`src/rtl/region_table_writer_if.sv`:
```
// region_table_writer_if: host byte stream, region RAM write ports and frame status
interface region_table_writer_if;
    logic        in_valid;
    logic [7:0]  in_data;
    logic        in_ready;
    logic        region0_wren;
    logic [9:0]  region0_wraddr;
    logic [17:0] region0_wrdata;
    logic        region1_wren;
    logic [9:0]  region1_wraddr;
    logic [17:0] region1_wrdata;
    logic        region2_wren;
    logic [9:0]  region2_wraddr;
    logic [17:0] region2_wrdata;
    logic        busy;
    logic        done;
    logic        err;
    logic [2:0]  err_code;
    modport master (
        output in_valid, in_data,
        input  in_ready, region0_wren, region0_wraddr, region0_wrdata,
        input  region1_wren, region1_wraddr, region1_wrdata,
        input  region2_wren, region2_wraddr, region2_wrdata,
        input  busy, done, err, err_code
    );
    modport slave (
        input  in_valid, in_data,
        output in_ready, region0_wren, region0_wraddr, region0_wrdata,
        output region1_wren, region1_wraddr, region1_wrdata,
        output region2_wren, region2_wraddr, region2_wrdata,
        output busy, done, err, err_code
    );
endinterface

```
`src/rtl/region_table_writer.sv`:
```
// region_table_writer: parses host command frames and writes the inner/middle/outer region RAMs
module region_table_writer #(
    parameter int          REGION_POINTS = 812,
    parameter logic [7:0]  SYNC_BYTE     = 8'hA5,
    parameter logic [17:0] FILL_VALUE    = 18'h0FFFF,
    parameter int          TIMEOUT       = 100000
) (
    input logic                  clk,
    input logic                  rst,
    region_table_writer_if.slave bus
);
    localparam int TW = $clog2(TIMEOUT + 1);
    typedef enum logic [3:0] {
        S_HUNT, S_CMD, S_REG, S_ADDR_H, S_ADDR_L, S_CNT_H, S_CNT_L,
        S_DATA_H, S_DATA_L, S_CHK, S_CLEAR
    } state_t;
    state_t        r_state, w_next;
    logic          w_acc, w_tmo, w_range_bad, w_err, w_done, w_wr;
    logic [2:0]    w_code, r_err_code;
    logic [9:0]    w_wa, r_clr;
    logic [17:0]   w_wd;
    logic [15:0]   r_addr, r_cnt, w_cnt;
    logic [7:0]    r_hi, r_chk;
    logic [1:0]    r_reg;
    logic          r_is_clr, r_done, r_err;
    logic [TW-1:0] r_tmo;
    logic [2:0]    r_wren;
    logic [9:0]    r_wraddr [3];
    logic [17:0]   r_wrdata [3];
    assign bus.in_ready = r_state != S_CLEAR;
    assign bus.busy     = r_state != S_HUNT;
    assign bus.done     = r_done;
    assign bus.err      = r_err;
    assign bus.err_code = r_err_code;
    assign bus.region0_wren   = r_wren[0];
    assign bus.region0_wraddr = r_wraddr[0];
    assign bus.region0_wrdata = r_wrdata[0];
    assign bus.region1_wren   = r_wren[1];
    assign bus.region1_wraddr = r_wraddr[1];
    assign bus.region1_wrdata = r_wrdata[1];
    assign bus.region2_wren   = r_wren[2];
    assign bus.region2_wraddr = r_wraddr[2];
    assign bus.region2_wrdata = r_wrdata[2];
    assign w_acc       = bus.in_valid && bus.in_ready;
    assign w_cnt       = {r_cnt[15:8], bus.in_data};
    assign w_range_bad = w_cnt == 16'd0 || ({1'b0, r_addr} + {1'b0, w_cnt}) > 17'(REGION_POINTS);
    assign w_tmo       = r_state != S_HUNT && r_state != S_CLEAR && !w_acc && r_tmo == TW'(TIMEOUT - 1);

    // State register
    always_ff @(posedge clk) begin
        if (rst) r_state <= S_HUNT;
        else     r_state <= w_next;
    end

    // Next state, write request and status pulses for the current byte or fill step
    always_comb begin
        w_next = r_state;
        w_err  = 1'b0;
        w_code = 3'd0;
        w_done = 1'b0;
        w_wr   = 1'b0;
        w_wa   = r_addr[9:0];
        w_wd   = {2'b00, r_hi, bus.in_data};
        if (r_state == S_CLEAR) begin
            w_wr = 1'b1;
            w_wa = r_clr;
            w_wd = FILL_VALUE;
            if (r_clr == 10'(REGION_POINTS - 1)) begin
                w_done = 1'b1;
                w_next = S_HUNT;
            end
        end else if (w_tmo) begin
            w_err  = 1'b1;
            w_code = 3'd5;
        end else if (w_acc) begin
            case (r_state)
                S_HUNT:   w_next = bus.in_data == SYNC_BYTE ? S_CMD : S_HUNT;
                S_CMD: begin
                    w_next = S_REG;
                    w_err  = bus.in_data != 8'h01 && bus.in_data != 8'h02;
                    w_code = 3'd1;
                end
                S_REG: begin
                    w_next = S_ADDR_H;
                    w_err  = bus.in_data > 8'd2;
                    w_code = 3'd2;
                end
                S_ADDR_H: w_next = S_ADDR_L;
                S_ADDR_L: w_next = S_CNT_H;
                S_CNT_H:  w_next = S_CNT_L;
                S_CNT_L: begin
                    w_next = r_is_clr ? S_CHK : S_DATA_H;
                    w_err  = !r_is_clr && w_range_bad;
                    w_code = 3'd3;
                end
                S_DATA_H: w_next = S_DATA_L;
                S_DATA_L: begin
                    w_wr   = 1'b1;
                    w_next = r_cnt == 16'd1 ? S_CHK : S_DATA_H;
                end
                S_CHK: begin
                    w_err  = bus.in_data != r_chk;
                    w_code = 3'd4;
                    w_done = !w_err && !r_is_clr;
                    w_next = r_is_clr ? S_CLEAR : S_HUNT;
                end
                default: w_next = S_HUNT;
            endcase
        end
        if (w_err) w_next = S_HUNT;
    end

    // Frame fields, checksum, timers and registered RAM/status outputs
    always_ff @(posedge clk) begin
        if (rst) begin
            r_err_code <= 3'd0;
            r_done     <= 1'b0;
            r_err      <= 1'b0;
            r_addr     <= 16'd0;
            r_cnt      <= 16'd0;
            r_hi       <= 8'd0;
            r_chk      <= 8'd0;
            r_reg      <= 2'd0;
            r_is_clr   <= 1'b0;
            r_clr      <= 10'd0;
            r_tmo      <= '0;
            r_wren     <= 3'd0;
            for (int i = 0; i < 3; i++) begin
                r_wraddr[i] <= 10'd0;
                r_wrdata[i] <= 18'd0;
            end
        end else begin
            r_done <= w_done;
            r_err  <= w_err;
            if (w_err) r_err_code <= w_code;
            for (int i = 0; i < 3; i++) begin
                r_wren[i] <= w_wr && r_reg == 2'(i);
                if (w_wr && r_reg == 2'(i)) begin
                    r_wraddr[i] <= w_wa;
                    r_wrdata[i] <= w_wd;
                end
            end
            r_tmo <= (w_acc || r_state == S_HUNT || r_state == S_CLEAR) ? '0 : r_tmo + TW'(1);
            r_clr <= r_state == S_CLEAR ? r_clr + 10'd1 : 10'd0;
            if (w_acc) begin
                r_chk <= r_state == S_HUNT ? 8'd0 : r_chk ^ bus.in_data;
                case (r_state)
                    S_CMD:    r_is_clr <= bus.in_data == 8'h02;
                    S_REG:    r_reg <= bus.in_data[1:0];
                    S_ADDR_H: r_addr[15:8] <= bus.in_data;
                    S_ADDR_L: r_addr[7:0] <= bus.in_data;
                    S_CNT_H:  r_cnt[15:8] <= bus.in_data;
                    S_CNT_L:  r_cnt[7:0] <= bus.in_data;
                    S_DATA_H: r_hi <= bus.in_data;
                    S_DATA_L: begin
                        r_addr <= r_addr + 16'd1;
                        r_cnt  <= r_cnt - 16'd1;
                    end
                    default: ;
                endcase
            end
        end
    end
endmodule

```
`src/flat_wrapper.sv`:
```
// flat-port wrapper written by rule: the top's interface ports become plain ports
module region_table_writer_flat 
#(
    parameter int          REGION_POINTS = 812,
    parameter logic [7:0]  SYNC_BYTE     = 8'hA5,
    parameter logic [17:0] FILL_VALUE    = 18'h0FFFF,
    parameter int          TIMEOUT       = 100000
)
  (clk, rst, bus_in_valid, bus_in_data, bus_in_ready, bus_region0_wren, bus_region0_wraddr, bus_region0_wrdata, bus_region1_wren, bus_region1_wraddr, bus_region1_wrdata, bus_region2_wren, bus_region2_wraddr, bus_region2_wrdata, bus_busy, bus_done, bus_err, bus_err_code);
  region_table_writer_if bus_i ();
  input logic clk;
  input logic rst;
  input wire logic [$bits(bus_i.in_valid)-1:0] bus_in_valid;
  input wire logic [$bits(bus_i.in_data)-1:0] bus_in_data;
  output wire logic [$bits(bus_i.in_ready)-1:0] bus_in_ready;
  output wire logic [$bits(bus_i.region0_wren)-1:0] bus_region0_wren;
  output wire logic [$bits(bus_i.region0_wraddr)-1:0] bus_region0_wraddr;
  output wire logic [$bits(bus_i.region0_wrdata)-1:0] bus_region0_wrdata;
  output wire logic [$bits(bus_i.region1_wren)-1:0] bus_region1_wren;
  output wire logic [$bits(bus_i.region1_wraddr)-1:0] bus_region1_wraddr;
  output wire logic [$bits(bus_i.region1_wrdata)-1:0] bus_region1_wrdata;
  output wire logic [$bits(bus_i.region2_wren)-1:0] bus_region2_wren;
  output wire logic [$bits(bus_i.region2_wraddr)-1:0] bus_region2_wraddr;
  output wire logic [$bits(bus_i.region2_wrdata)-1:0] bus_region2_wrdata;
  output wire logic [$bits(bus_i.busy)-1:0] bus_busy;
  output wire logic [$bits(bus_i.done)-1:0] bus_done;
  output wire logic [$bits(bus_i.err)-1:0] bus_err;
  output wire logic [$bits(bus_i.err_code)-1:0] bus_err_code;
  assign bus_i.in_valid = bus_in_valid;
  assign bus_i.in_data = bus_in_data;
  assign bus_in_ready = bus_i.in_ready;
  assign bus_region0_wren = bus_i.region0_wren;
  assign bus_region0_wraddr = bus_i.region0_wraddr;
  assign bus_region0_wrdata = bus_i.region0_wrdata;
  assign bus_region1_wren = bus_i.region1_wren;
  assign bus_region1_wraddr = bus_i.region1_wraddr;
  assign bus_region1_wrdata = bus_i.region1_wrdata;
  assign bus_region2_wren = bus_i.region2_wren;
  assign bus_region2_wraddr = bus_i.region2_wraddr;
  assign bus_region2_wrdata = bus_i.region2_wrdata;
  assign bus_busy = bus_i.busy;
  assign bus_done = bus_i.done;
  assign bus_err = bus_i.err;
  assign bus_err_code = bus_i.err_code;
  region_table_writer #(.REGION_POINTS(REGION_POINTS), .SYNC_BYTE(SYNC_BYTE), .FILL_VALUE(FILL_VALUE), .TIMEOUT(TIMEOUT)) u_core (.clk(clk), .rst(rst), .bus(bus_i));
endmodule
```
`config.mk`:
```
export PLATFORM = sky130hd
export DESIGN_NAME = region_table_writer_flat
export DESIGN_NICKNAME = d
export VERILOG_FILES = /design/src/rtl/region_table_writer_if.sv /design/src/rtl/region_table_writer.sv /design/src/flat_wrapper.sv
export SDC_FILE = /design/constraint.sdc
export NUM_CORES = 1
export LEC_CHECK = 0
export CORE_UTILIZATION = 30
export CTS_CLUSTER_SIZE = 28
export DETAILED_ROUTE_END_ITERATION = 7
export PLACE_DENSITY = 0.59
export SYNTH_ARGS = -nofsm -noshare
export SYNTH_HDL_FRONTEND = slang
export SYNTH_SLANG_ARGS = --single-unit
```
`constraint.sdc`:
```
create_clock -name clk -period 4.3 [get_ports clk]
set_input_delay 0.86 -clock clk [delete_from_list [all_inputs] [get_ports clk]]
set_output_delay 0.86 -clock clk [all_outputs]
set_load 0.005 [all_outputs]
```
======== Yosys cells after proc, flatten, opt, wreduce, memory -nomap -nowiden ========
Memory sizes are Yosys's and may differ from the RTL's.
Cells that the tools add are included.
word-level totals
  bits in registers ....................... 90
  memory bits (writable) .................. 78
  input port bits ......................... 11
  output and inout port bits .............. 94
  logic and storage cells ................. 141
  memories ................................ 2
memories
  memory           words  bits a word  read ports  clocked after memory_dff  write ports  RTL line                   source
  u_core.r_wrdata  3      16           3           0                         3            region_table_writer.sv:29  logic [17:0] r_wrdata [3];
  u_core.r_wraddr  3      10           3           0                         3            region_table_writer.sv:28  logic [9:0] r_wraddr [3];
cells by class
  add/sub/neg operators ................... 5
  $lt $le $gt $ge ......................... 2
  equality and inequality tests ........... 23
  muxes and demuxes ....................... 50
  bitwise gates (word level) .............. 8
  reductions and logical operators ........ 36
operators by type and width
  kind                     number
  $mux W16                 4
  $pmux W8 S2              4
  $mux W10                 4
  $pmux W4 S10             1
  $mux W4                  7
  $mux W1                  24
  $add A16 B16 Y17         1
  $add A17 B1 Y17 const B  1
  $eq A17 B17 Y1 const B   1
  $gt A17 B10 Y1 const B   1
  $add A16 B1 Y16 const B  1
  $eq A16 B1 Y1 const B    1
  $eq A4 B3 Y1 const B     4
  $logic_not A16 Y1        1
  $sub A16 B1 Y16 const B  1
  $reduce_and A2 Y1        7
  $eq A4 B4 Y1 const B     3
  $pmux W3 S4              1
  $add A10 B1 Y10 const B  1
  $eq A10 B10 Y1 const B   1
  $logic_and A1 B1 Y1      10
  $reduce_bool A2 Y1       5
  $mux W3                  3
  $eq A4 B2 Y1 const B     2
  other kinds (24)         35

======== Depth between registers and ports, before layout ========
  depth in word-level cells ............... 12
  gate-level depth with buffers ........... 11
  depth with buffers taken out ............ 10

======== Least setup slack after synthesis ========
Ideal clock, no wire load.
  kind .................................... input port to flip-flop
  from .................................... in bus_in_valid
  to ...................................... mem u_core.r_wraddr[2][0] (netlist: u_core.r_wraddr[0][20]), enable pin
  library setup time ...................... 0.445 ns
  data arrival time ....................... 3.188 ns
  data required time ...................... 3.855 ns
  slack ................................... 0.667 ns
  stages .................................. 3
  buffers on the path ..................... 1
  path through ............................ clkbuf_1 o21ai_0 o21ai_0
RTL lines
  what         RTL line                   source
  from (decl)  flat_wrapper.sv:13         input wire logic [$bits(bus_i.in_valid)-1:0] bus_in_valid;
  to (decl)    region_table_writer.sv:28

======== Worst setup path after layout ========
  from .................................... in bus_in_data[0]
  to ...................................... reg u_core.r_err_code[1] (netlist: u_core.bus.err_code[1])
between the ends
  cells in the longest elaborated chain, start to end .. 8
  elaborated cells on any way between the ends .. 14
  classes of those cells .................. 1 x add/sub; 2 x order compare; 3 x eq/ne; 4 x mux; 4 x reduce/logical
RTL lines
  what                  RTL line                    source
  from (decl)           flat_wrapper.sv:14          input wire logic [$bits(bus_i.in_data)-1:0] bus_in_data;
  $add A16 B16 Y17      region_table_writer.sv:46   assign w_range_bad = w_cnt == 16'd0 || ({1'b0, r_addr} + {1'b0, w_cnt}) > 17'(REGION_POINTS);
  $gt A17 B10 Y1        region_table_writer.sv:46
  $logic_or A1 B1 Y1    region_table_writer.sv:46
  $logic_and A1 B1 Y1   region_table_writer.sv:93   w_err = !r_is_clr && w_range_bad;
  $pmux W1 S4 *         region_table_writer.sv:76   case (r_state)
  $mux W1 *             region_table_writer.sv:75   end else if (w_acc) begin
  $mux W1 *             region_table_writer.sv:72   end else if (w_tmo) begin
  $mux W1 *             region_table_writer.sv:64   if (r_state == S_CLEAR) begin
  to (signal assigned)  region_table_writer.sv:135  if (w_err) r_err_code <= w_code;
  to (decl)             region_table_writer.sv:19   logic [2:0] w_code, r_err_code;
Mark *: on every way between the ends. The rest lies on a longest branch, timed or not.
A chain may end at the register's enable or synchronous reset.

==> summary.md <==
| Metric | Value |
|---|---|
| Fmax achieved | 265 MHz |
| CP Data Arrival Time | 4.08 ns |
| Status | finished clean |
| Yosys Warn Count | 0 |
| Post-Syn Area | 8330 um^2 |
| Number of global-route vias before repair | 6685 |
| Top post-synthesis cells by area | edfxtp_1 28%, dfxtp_1 22%, nor2_1 6.1%, nand2_1 4.8%, a21oi_1 3.7% |
| DRC | 0 |
| P per Cell Area | 360 nW/um^2 |
| Die width | 169 um |
| Final count of hold timing violations | 0 |
| Gpl congestion | 0.836 |
| Vias | 6977 |
| Setup_tns | 0 ns |
| Leakage | 3.63 nW |
| Post-synth EDFFs | 78 |
| Req. time, crit path | 4.61 ns |
| Simple-gate share of the synthesized area | 0.220 |
| Largest net degree at the start of global routing | 61 |
| Worst setup SP type | primary input |
| Critical Path Sink Type | register |
| Routed via count divided by cell count | 5.02 |
| Layout area overhead | 23.8% |
| Post-synth top cells | 135 x nor2_1, 107 x nand2_1, 90 x dfxtp_1 |
| Largest regs | u_core.r_wrdata (48), u_core.r_wraddr (30), u_core.r_tmo (17) |
| Antenna violations before repair | 0 |
| Sequential Power Share | 0.479 |
| Share of cells above drive strength 1 | 0.0824 |
| CTS tree | built |
| Die area | 28400 um^2 |
| Yosys top cell area share | 0.281 |
| Clock skew | 0.0145 ns |
| Synth area leader | edfxtp_1 |
| CTS Root Cell | clkbuf_16 |
| Initial Util | 0.307 |
| Clock latency on the worst-skew pair | 0.43 ns |
| Total I/O pin count | 105 |
| Post-synth top flop | dfxtp_1 |
| MaxCap Viol Count | 0 |
| Endpoints failing setup | 0 |
| Hpwl dp | 15400 um |
| CP max-delay cell | or4_1 |
| Starting DRT DRC Count | 480 |
| Period Utilization, post-route | 0.877 |
| Total CTS buffers | 17 |
| Post-CTS setup buffers | 0 |
| Switching part of the total | 0.277 |
| First-pass GRT wire length | 35700 um |
| Critical path class | primary input to register |
| Final net count | 1039 |
| Fraction of the mapped netlist area in adder cells | 0.0339 |
| Power Internal | 0.00268 W |
| CP peak stage delay | 0.53 ns |
| Share of the yosys chip area belonging to registers | 0.497 |
| Slew @ Worst Pin | 0.932 ns |
| Area share of xor/xnor cells in the synthesized design | 0.0357 |
| Main combinational cell family by area after synthesis | simple AND/OR/NAND/NOR gates |
| Worst Hold Class | register to register |
| Cells after Synth | 917 |
| Cts hold-fix bufs | 0 |
| DRT Pass-1 Iters | 4 |
| Port bufs | 98 |
| Cell with the most instances after synthesis | nor2_1 |
| Max FFs per register | 48 |
| Resized Gates After CTS | 0 |
| Sw power | 0.00103 W |
| Slew HR | 0.376 |
| Clock Power Share | 0.394 |
| Clock Sinks | 168 |
| Max IR drop VDD | 0.000274 V |
| CP max FO | 6 |
| Cell chain of the critical path | clkdlybuf4s50_1, ha_1, fa_1, nand3_1, a21oi_2, o211ai_1, mux2i_1, or4_1, a221o_1, and4_4, or3_1 |
| Mean routed wirelength per cell | 15.5 um |
| CTS H-Tree Depth | 4 |
| Longest Clk Path Bufs | 2 |
| GR Overflow Total | 0 |
| Final WL | 21600 um |
| Async S/R FF share, synth | 0 |
| Die H | 169 um |
| Worst-path clk slew | 0.07 ns |
| Mapped Avg Cell Area | 9.09 um^2 |
| Hold_ws | 0.442 ns |
| Yosys reg bits | 168 |
| Antenna Nets Post-Route | 0 |
| Gate power share | 0.127 |
| Core ar. | 27100 um^2 |
| All-Layer GR Usage | 0.157 |
| Antenna Cells | 0 |
| RSZ-0062 raised after global routing | false |
| Biggest register | u_core.r_wrdata |
| Synth cell types | 71 |
| Slew Viols, Final | 0 |
| Fin crit period | 3.77 ns |
| Multiplexer area fraction after synthesis | 0.0158 |
| Compound-gate portion of the synthesized area | 0.160 |
| Num rows | 60 |
-- final cells by class --
class	instances	area, um^2
fill	2716	16800
timing repair buffer	124	1170
inverter	17	63.8
tap	372	465
multi-input combinational	678	3910
sequential	168	4140
clock inverter	14	131
clock buffer	18	429
-- stage by stage --
stage          total power, W  instances  worst slack (ns)  instance area (um^2)   util
6_report              0.00371       1391             0.528                 10300  0.381
5_1_grt               0.00387       1391             0.411                 10300  0.381
4_1_cts               0.00373       1391             0.538                 10300  0.381
3_5_place_dp          0.00228       1359             0.102                  9750  0.360
3_3_place_gp          0.00228       1359             0.111                  9750  0.360
2_1_floorplan         0.00209        922             0.667                  8350      -
-- cell families (layout without fill, tap and decap cells) --
group                      after synthesis  count (layout)
buffers and inverters                   76             173
AOI/OAI and AO/OA                      212             212
and+or+nand+nor                        391             391
adders and majority gates               22              22
xor gates and xnor gates                34              34
muxes                                   13              13
other                                    1               6
DFF                                    168             168
-- worst paths after layout --
path                         start                endpoint  slack, ns  depth (start not counted)
setup / recovery    bus_in_data[0]  u_core.bus.err_code[1]       0.53                         11
setup reg to reg  u_core.r_addr[0]  u_core.bus.err_code[1]       0.99                         10
hold / removal     u_core.r_tmo[0]         u_core.r_tmo[0]       0.44                          1
hold reg to reg    u_core.r_tmo[0]         u_core.r_tmo[0]       0.44                          1
-- worst max-delay path: cells and delay by family --
family / cells / cell delay (ns)
buf+inv: 1 / 0.45
simple gates: 4 / 1.25
compound gates: 3 / 0.72
mux: 1 / 0.10
fa+ha+maj: 2 / 0.70
-- power by group through the flow --
| stage | Combinational [W] | Sequential [W] | Clock, W |
|---|---|---|---|
| floorplan | 0.000296 | 0.00179 | 0 |
| global placement | 0.000465 | 0.00181 | 0 |
| detailed placement | 0.000469 | 0.00181 | 0 |
| CTS | 0.000471 | 0.00178 | 0.00149 |
| global route | 0.000525 | 0.00178 | 0.00156 |
| finish | 0.000471 | 0.00178 | 0.00146 |
-- routing by layer --
metal,vias up,part of all wire,GRT usage
li1,3467,-,-
met1,3264,0.47,0.212
met2,211,0.45,0.247
met3,35,0.053,0.0325
met4,0,0.026,0.0613
met5,-,0,0
-- placed cells by master, fill, tap and decap left out, types with 3 or more instances in the layout --
cell type / instances
clkbuf_16: 17
dfxtp_1: 90
and3_1: 13
o41ai_1: 3
nand3b_1: 3
xnor2_1: 10
nand2_1: 107
nand4_1: 10
nand3_1: 31
nor2b_1: 3
a41oi_1: 3
edfxtp_1: 78
conb_1: 6
a22oi_1: 18
o211ai_1: 4
nor3b_1: 3
inv_1: 15
or3_1: 8
ha_1: 21
a21o_1: 4
o22ai_1: 7
o31ai_1: 7
xor2_1: 24
inv_8: 3
nor2_1: 134
clkinvlp_4: 5
nand2b_1: 10
a211oi_1: 15
mux2i_1: 12
clkdlybuf4s50_1: 97
and2_1: 4
or2_2: 6
a21oi_1: 62
nor4_1: 6
a31oi_1: 5
nor4b_1: 8
buf_4: 26
nor3_1: 30
o21ai_0: 60
inv_6: 5
Power figures use the tool's default switching activity.
